### src/rtl/raycast_hit_resolver.sv
// Reduces per-pixel raycast results (primary group + one shadow group per light)
// to a single resolved-pixel record: nearest hit plus per-light visibility mask.
module raycast_hit_resolver #(
  parameter int NUM_SHAPES = 8,
  parameter int NUM_LIGHTS = 4,
  parameter int X_W        = 9,
  parameter int Y_W        = 8,
  parameter int SHAPE_AW   = (NUM_SHAPES > 1) ? $clog2(NUM_SHAPES) : 1,
  parameter int LIGHT_AW   = (NUM_LIGHTS > 1) ? $clog2(NUM_LIGHTS) : 1
) (
  input  logic                  clk,
  input  logic                  rst,
  input  logic                  frame_start,
  input  logic                  res_valid,
  output logic                  res_ready,
  input  logic                  res_hit,
  input  logic [15:0]           res_sq_distance,
  input  logic [47:0]           res_intersection,
  input  logic [SHAPE_AW-1:0]   res_shape_addr,
  input  logic                  res_is_shadow,
  input  logic [LIGHT_AW-1:0]   res_light_addr,
  input  logic                  res_last,
  input  logic [X_W-1:0]        res_pixel_x,
  input  logic [Y_W-1:0]        res_pixel_y,
  output logic                  pix_valid,
  input  logic                  pix_ready,
  output logic [X_W-1:0]        pix_x,
  output logic [Y_W-1:0]        pix_y,
  output logic                  pix_hit,
  output logic [SHAPE_AW-1:0]   pix_shape_addr,
  output logic [47:0]           pix_intersection,
  output logic [15:0]           pix_sq_distance,
  output logic [NUM_LIGHTS-1:0] pix_light_mask,
  output logic                  proto_err
);

  typedef enum logic [1:0] {PRIMARY, SHADOW, EMIT} state_t;

  localparam logic [15:0] POS_INF = 16'h7C00;

  state_t                state;
  logic [15:0]           best_dist;
  logic [47:0]           best_isect;
  logic [SHAPE_AW-1:0]   best_shape;
  logic                  best_hit;
  logic [X_W-1:0]        tag_x;
  logic [Y_W-1:0]        tag_y;
  logic                  have_tag;
  logic [LIGHT_AW-1:0]   light_cnt;
  logic [NUM_LIGHTS-1:0] mask;

  logic                  xfer, tag_bad, dist_nan, cand, prim_err, shad_err, take, occlude;
  logic [15:0]           nb_dist;
  logic [47:0]           nb_isect;
  logic [SHAPE_AW-1:0]   nb_shape;
  logic                  nb_hit;
  logic [X_W-1:0]        nb_x;
  logic [Y_W-1:0]        nb_y;
  logic [NUM_LIGHTS-1:0] nmask;

  assign xfer     = res_valid && res_ready;
  assign tag_bad  = have_tag && ((res_pixel_x != tag_x) || (res_pixel_y != tag_y));
  assign dist_nan = (&res_sq_distance[14:10]) && (|res_sq_distance[9:0]);
  // Magnitude compare on [14:0] is only meaningful for non-negative, non-NaN values.
  assign cand     = res_hit && !res_sq_distance[15] && !dist_nan
                    && (res_sq_distance[14:0] < best_dist[14:0]);
  assign prim_err = res_is_shadow || tag_bad;
  assign shad_err = !res_is_shadow || tag_bad || (res_light_addr != light_cnt);
  assign take     = !prim_err && cand;
  assign occlude  = !shad_err && res_hit && (res_shape_addr != best_shape);

  // Best/tag view including the result accepted this cycle, used when the group closes.
  assign nb_dist  = take ? res_sq_distance  : best_dist;
  assign nb_isect = take ? res_intersection : best_isect;
  assign nb_shape = take ? res_shape_addr   : best_shape;
  assign nb_hit   = take || best_hit;
  assign nb_x     = (!have_tag && !prim_err) ? res_pixel_x : tag_x;
  assign nb_y     = (!have_tag && !prim_err) ? res_pixel_y : tag_y;
  assign nmask    = occlude ? (mask & ~(NUM_LIGHTS'(1) << res_light_addr)) : mask;

  always_ff @(posedge clk) begin
    if (rst || frame_start) begin
      state            <= PRIMARY;
      res_ready        <= 1'b1;
      pix_valid        <= 1'b0;
      pix_x            <= '0;
      pix_y            <= '0;
      pix_hit          <= 1'b0;
      pix_shape_addr   <= '0;
      pix_intersection <= '0;
      pix_sq_distance  <= '0;
      pix_light_mask   <= '0;
      best_dist        <= POS_INF;
      best_isect       <= '0;
      best_shape       <= '0;
      best_hit         <= 1'b0;
      tag_x            <= '0;
      tag_y            <= '0;
      have_tag         <= 1'b0;
      light_cnt        <= '0;
      mask             <= '0;
      if (rst) proto_err <= 1'b0;
    end else begin
      case (state)
        PRIMARY: if (xfer) begin
          if (prim_err) begin
            proto_err <= 1'b1;
          end else begin
            tag_x      <= nb_x;
            tag_y      <= nb_y;
            have_tag   <= 1'b1;
            best_dist  <= nb_dist;
            best_isect <= nb_isect;
            best_shape <= nb_shape;
            best_hit   <= nb_hit;
          end
          if (res_last) begin
            if (!nb_hit) begin
              state            <= EMIT;
              res_ready        <= 1'b0;
              pix_valid        <= 1'b1;
              pix_x            <= nb_x;
              pix_y            <= nb_y;
              pix_hit          <= 1'b0;
              pix_shape_addr   <= nb_shape;
              pix_intersection <= nb_isect;
              pix_sq_distance  <= nb_dist;
              pix_light_mask   <= '0;
              mask             <= '0;
            end else begin
              state     <= SHADOW;
              mask      <= '1;
              light_cnt <= '0;
            end
          end
        end
        SHADOW: if (xfer) begin
          if (shad_err) proto_err <= 1'b1;
          mask <= nmask;
          if (res_last) begin
            light_cnt <= light_cnt + 1'b1;
            if (light_cnt == LIGHT_AW'(NUM_LIGHTS - 1)) begin
              state            <= EMIT;
              res_ready        <= 1'b0;
              pix_valid        <= 1'b1;
              pix_x            <= tag_x;
              pix_y            <= tag_y;
              pix_hit          <= best_hit;
              pix_shape_addr   <= best_shape;
              pix_intersection <= best_isect;
              pix_sq_distance  <= best_dist;
              pix_light_mask   <= nmask;
            end
          end
        end
        EMIT: if (pix_ready) begin
          state      <= PRIMARY;
          res_ready  <= 1'b1;
          pix_valid  <= 1'b0;
          best_dist  <= POS_INF;
          best_isect <= '0;
          best_shape <= '0;
          best_hit   <= 1'b0;
          have_tag   <= 1'b0;
          light_cnt  <= '0;
          mask       <= '0;
        end
        default: state <= PRIMARY;
      endcase
    end
  end

endmodule

### config.mk
export PLATFORM = sky130hd
export DESIGN_NAME = raycast_hit_resolver
export DESIGN_NICKNAME = d
export VERILOG_FILES = /design/src/rtl/raycast_hit_resolver.sv
export SDC_FILE = /design/constraint.sdc
export NUM_CORES = 1
export LEC_CHECK = 0
export CAP_MARGIN = 20
export CORE_ASPECT_RATIO = 0.9
export CORE_MARGIN = 4
export CORE_UTILIZATION = 25
export DETAILED_ROUTE_END_ITERATION = 12
export GPL_TIMING_DRIVEN = 0
export HOLD_SLACK_MARGIN = 0.15
export SLEW_MARGIN = 20
export SYNTH_ARGS = -nofsm -noshare
export SYNTH_HDL_FRONTEND = slang
export SYNTH_SLANG_ARGS = --single-unit
### constraint.sdc
create_clock -name clk -period 6.25 [get_ports clk]
set_input_delay 0.9375 -clock clk [delete_from_list [all_inputs] [get_ports clk]]
set_output_delay 0.9375 -clock clk [all_outputs]
set_load 0.005 [all_outputs]
Word level (Yosys, flattened, before mapping)
Index checks and enable logic that the tools add are counted.
- $add $sub $neg: 1
- magnitude comparators: 1
- eq/ne operators: 21
- shifts and indexed selects: 1
- muxes and demuxes: 113
- bitwise logic cells: 3
- reduce and logical (&&, ||, !) cells: 37
- operator list (operator ; number):
    2-to-1 mux 48 bit ; 10
    one-hot mux 48 bit (2 select lines) ; 2
    2-to-1 mux 16 bit ; 10
    one-hot mux 16 bit (2 select lines) ; 2
    2-to-1 mux 9 bit ; 7
    2-to-1 mux 8 bit ; 7
    2-to-1 mux 4 bit ; 12
    2-to-1 mux 3 bit ; 10
    2-to-1 mux 1 bit ; 27
    2-to-1 mux 2 bit ; 12
    inequality test 2 bit (second input constant) ; 10
    one-hot mux 9 bit (2 select lines) ; 1
    one-hot mux 8 bit (2 select lines) ; 1
    less-than comparator 15 bit ; 1
    AND reduction 7 bit ; 2
    inequality test 3 bit (second input constant) ; 4
    one-hot mux 2 bit (3 select lines) ; 2
    one-hot mux 3 bit (2 select lines) ; 2
    one-hot mux 4 bit (3 select lines) ; 1
    AND reduction 6 bit ; 2
    logical AND 1 bit ; 10
    AND reduction 5 bit ; 2
    OR reduction 10 bit ; 1
    inequality test 9 bit ; 1
    other kinds (21) ; 38
- bits in registers: 186
- bits of input ports: 94
- output and inout bits: 92
- word-level logic and storage cells: 197

Depth between registers and ports, before layout
- depth in word-level cells: 13
- depth in mapped cells: 11
- depth with buffers taken out: 9

Least setup slack after synthesis
OpenSTA, ideal clock, no wires.
- path type: input -> register
- from: input port res_sq_distance[2]
- to: register best_isect[10]
- library setup time: 0.117 ns
- data arrival time: 2.900 ns
- required time: 6.133 ns
- path slack: 3.233 ns
- stages on the path: 10
- buffers on the path: 2
- path through: ha_1 -> a21o_1 -> a31oi_1 -> o21bai_1 -> a21oi_1 -> nand3_1 -> o311a_1 -> buf_6 -> buf_6 -> a22o_1
- word-level cells in the longest chain between the ends: 10
- elaborated cells on any way between the ends: 11
- classes of those cells: order compare (1); mux (4); reduce/logical (6)
- ends and longest elaborated chain (what ; line ; text):
    start, declared ; 17 ; input logic [15:0] res_sq_distance,
    branches (longest 4 deep; another with less-than comparator 15 bit) ; - ;
    logical AND 1 bit * ; 66 ; && (res_sq_distance[14:0] < best_dist[14:0]);
    logical AND 1 bit * ; 69 ; assign take = !prim_err && cand;
    2-to-1 mux 48 bit * ; 74 ; assign nb_isect = take ? res_intersection : best_isect;
    2-to-1 mux 48 bit * ; 106 ; if (prim_err) begin
    2-to-1 mux 48 bit * ; 105 ; PRIMARY: if (xfer) begin
    one-hot mux 48 bit (2 select lines) * ; 104 ; case (state)
    end signal, assigned ; 113 ; best_isect <= nb_isect;
    end, declared ; 43 ; logic [47:0] best_isect;
Mark *: on every way between the ends. The select of a mux whose other input is x is not followed.
A chain may end at the register's enable or synchronous reset.

Worst setup path in the final report
- from: input port res_sq_distance[2]
- to: register best_isect[0]
Same word-level chain as after synthesis.

==> impl_metrics.json <==
{
  "cts_resized": 0,
  "grt_overflow": 0,
  "syn_nets": 943,
  "synth_ff_type": "dfxtp_1",
  "hpwlAfterDp_um": 19500,
  "cp-end-kind": "flip-flop",
  "fmax_mhz": 246,
  "ys_ff_latch": 186,
  "rsz0062_at_grt": "no",
  "critPathBufInv": 3,
  "rows": 62,
  "max-vdd-ir-drop_v": 0.000201,
  "seq_area_um2": 3730,
  "crit_required_ns": 6.63,
  "numPortBuffers": 185,
  "hold_buffers": 0,
  "wl_per_cell_um": 17.7,
  "critPathLaunchType": "input pin",
  "fin_crit_sh_pct": 65.0,
  "yosysTopAreaCell": "dfxtp_1",
  "worst_slew_pin_slew_ns": 0.787,
  "crit_path_top_delay_cell": "a21oi_1",
  "clock_sinks": 186,
  "yosysUniqueCellTypes": 51,
  "io_pins": 186,
  "top_usage_layer": "met2",
  "synth_edf_count": 1,
  "final.min_clock_period_ns": 4.06,
  "die_x_um": 197,
  "gr-usage-met3_pct": 4.38,
  "cpPeakStageDelay_ns": 0.56,
  "drive_above_1_share_pct": 12.3,
  "arrival_ns": 4.44,
  "root_buffer": "clkbuf_16",
  "path_class": "in2reg",
  "routabilityCongestion": 0.810,
  "cp_max_fo": 10,
  "seq_area_frac_synth_pct": 46.3,
  "cts_tree": "yes",
  "grt_use_met1_pct": 20.4,
  "track_usage_pct": 14.6,
  "p_leak_nw": 3.83,
  "clock_skew_ns": 0.0146,
  "path_delay_family": "buffers and inverters",
  "crit_top_cell": "and3_1",
  "clk_pin_slew_worst_paths_ns": 0.07,
  "multiInputGateArea_um2": 3880,
  "holdWs_ns": 0.455,
  "crit_path_cell_trace": "clkdlybuf4s50_1 -> ha_1 -> a21o_1 -> a31oi_1 -> o21bai_1 -> a21oi_1 -> and3_1 -> and3_1 -> clkbuf_1 -> buf_2 -> a22o_1",
  "power_density_nw_per_um2": 244,
  "avgSynthCellArea_um2": 9.71,
  "final.setup.tns_ns": 0,
  "antenna_found_initial": 3,
  "htree_levels": 4,
  "postCtsSetupRepairBufs": 0,
  "insertion_delay_ns": 0.44,
  "grt_pass1_wl_um": 39800,
  "layout-area-overhead-vs-synth_pct": 36.9,
  "grt_pass1_vias": 6829,
  "final_cell_count_no_fill": 1464,
  "fillCellCount": 3299,
  "cts_buffer_depth": 2,
  "grt_use_met2_pct": 22.3,
  "drt_iter0_markers": 381,
  "slew_violations": 0,
  "core_area_um2": 31900,
  "start_util_pct": 25.3,
  "yosysWarnings": 0,
  "hold_class": "reg2reg",
  "dr_total_vias": 7004,
  "die_h_um": 178,
  "drc": 0,
  "setup_violations": 0,
  "synthArstFlopShare_pct": 0,
  "postSynthCellCount": 830,
  "avgViaCountPerCell": 4.78,
  "status": "complete, no violations",
  "numCtsBuffers": 17,
  "die-area_um2": 35200,
  "grt_max_degree": 17,
  "cap_violations": 0,
  "drtAntennaViolNets": 0,
  "final_hold_viol_count": 0,
  "synthTopCellsByArea": "dfxtp_1 (46%), a211oi_2 (11%), a21oi_1 (7.3%), a22o_1 (6.6%), nand2_1 (5.2%)",
  "postRouteWirelength_um": 25900,
  "drtPass1Iterations": 4,
  "synth_top_area_share_pct": 45.9,
  "syn_area_um2": 8060,
  "nets": 1148,
  "place_inst": 1432,
  "relSlewSlack_pct": 47.4
}
[synth_stat cells (3+ instances only)]
cell type  count
dfxtp_1      185
and3_1         5
a22o_1        61
nand3_1       14
a21oi_1      117
or3_1          4
o22ai_1        7
ha_1          19
o21ai_0       10
a31oi_1        3
a211oi_1      13
nand4_1        5
buf_2          8
nor3_1         3
nand2b_1       3
a2bb2oi_1      5
mux2i_1       18
xor2_1        17
buf_6         11
nor2_1        18
and2_1         3
a211oi_2      70
a41oi_1        5
nand2_1      112
a21o_1         5
inv_1         23
xnor2_1        5
clkbuf_1      50
or2_2          3
nor4_1         3
[registers in the layout (all words and copies together) (netlist names), 3 cells and up]
register	count
best_isect	48
pix_shape_addr	3
pix_intersection	48
pix_light_mask	4
pix_x	9
mask	4
tag_x	9
best_shape	3
pix_sq_distance	16
pix_y	8
best_dist	16
tag_y	8
[cell families (layout without fill, tap and decap cells)]
group / Yosys count / in the layout / share of synthesized area, %
buf+inv: 94 / 311 / 5.57
xor+xnor: 22 / 22 / 2.39
fa+ha+maj: 19 / 19 / 2.95
compound gates: 313 / 313 / 30.7
simple gates: 178 / 178 / 9.81
mux: 18 / 18 / 2.23
flops: 186 / 186 / 46.3
other cells: 0 / 1 / 0
[worst reg2reg max path, delay by kind of cell (launching register included)]
kind,cells,cell delay [ns]
compound gates,5,1.24
fa+ha+maj,1,0.28
buf+inv,3,0.97
flops,1,0.36
simple gates,2,0.55
[per-stage QoR]
stage                     instance area [µm²]  total power [mW]  utilization [%]  worst slack [ns]
final                                   11000              2.69             34.6              2.19
after detailed placement                10400              1.62             32.8              1.74
after global routing                    11000              2.81             34.6              2.05
after global placement                  10400              1.61             32.7              1.73
after CTS                               11000              2.73             34.6              2.20
after floorplan                          8060              1.44                -              3.23
[routing by layer]
metal / part of all wire, % / up-vias / routed length, µm
li1: - / 3448 / -
met1: 48 / 3362 / 12400
met2: 44 / 166 / 11500
met3: 6.4 / 24 / 1670
met4: 1.2 / 4 / 308
met5: 0.096 / - / 25
[power by group]
part	internal [mW]	leakage [nW]	switching, mW
registers	1.21	1.51	0.0179
clock network	0.604	0.290	0.499
logic	0.166	2.03	0.192
[cell usage in the layout, fill, tap and decap left out, types with 14 or more instances in the layout]
cell type,Yosys,final
inv_1,23,23
clkbuf_1,50,50
nor2_1,18,18
nand3_1,14,14
ha_1,19,19
clkdlybuf4s50_1,0,185
mux2i_1,18,18
clkbuf_16,0,17
dfxtp_1,185,185
nand2_1,112,112
a22o_1,61,61
xor2_1,17,17
a211oi_2,70,70
a21oi_1,117,116
[worst paths after layout]
check | from | endpoint | slack (ns) | depth (start not counted)
setup / recovery | res_sq_distance[2] | best_isect[0]$_SDFFE_PN0P_ | 2.19 | 11
setup reg to reg | best_dist[2]$_SDFFE_PN0P_ | best_isect[0]$_SDFFE_PN0P_ | 2.79 | 11
hold / removal | best_dist[15]$_SDFFE_PN0P_ | best_dist[15]$_SDFFE_PN0P_ | 0.45 | 1
hold reg to reg | best_dist[15]$_SDFFE_PN0P_ | best_dist[15]$_SDFFE_PN0P_ | 0.45 | 1
[area by class of cell]
type	instances	share of cell area, %
flip-flops and latches	186	33.8
plain buffers	71	3.29
clock buffers	18	3.98
diodes	1	0.0227
repair buffers	186	16.9
well taps	416	4.72
inverters	23	0.782
clock inverters	13	1.32
multi-input cells	550	35.2
Note: power is estimated with default switching activity, not from simulation.
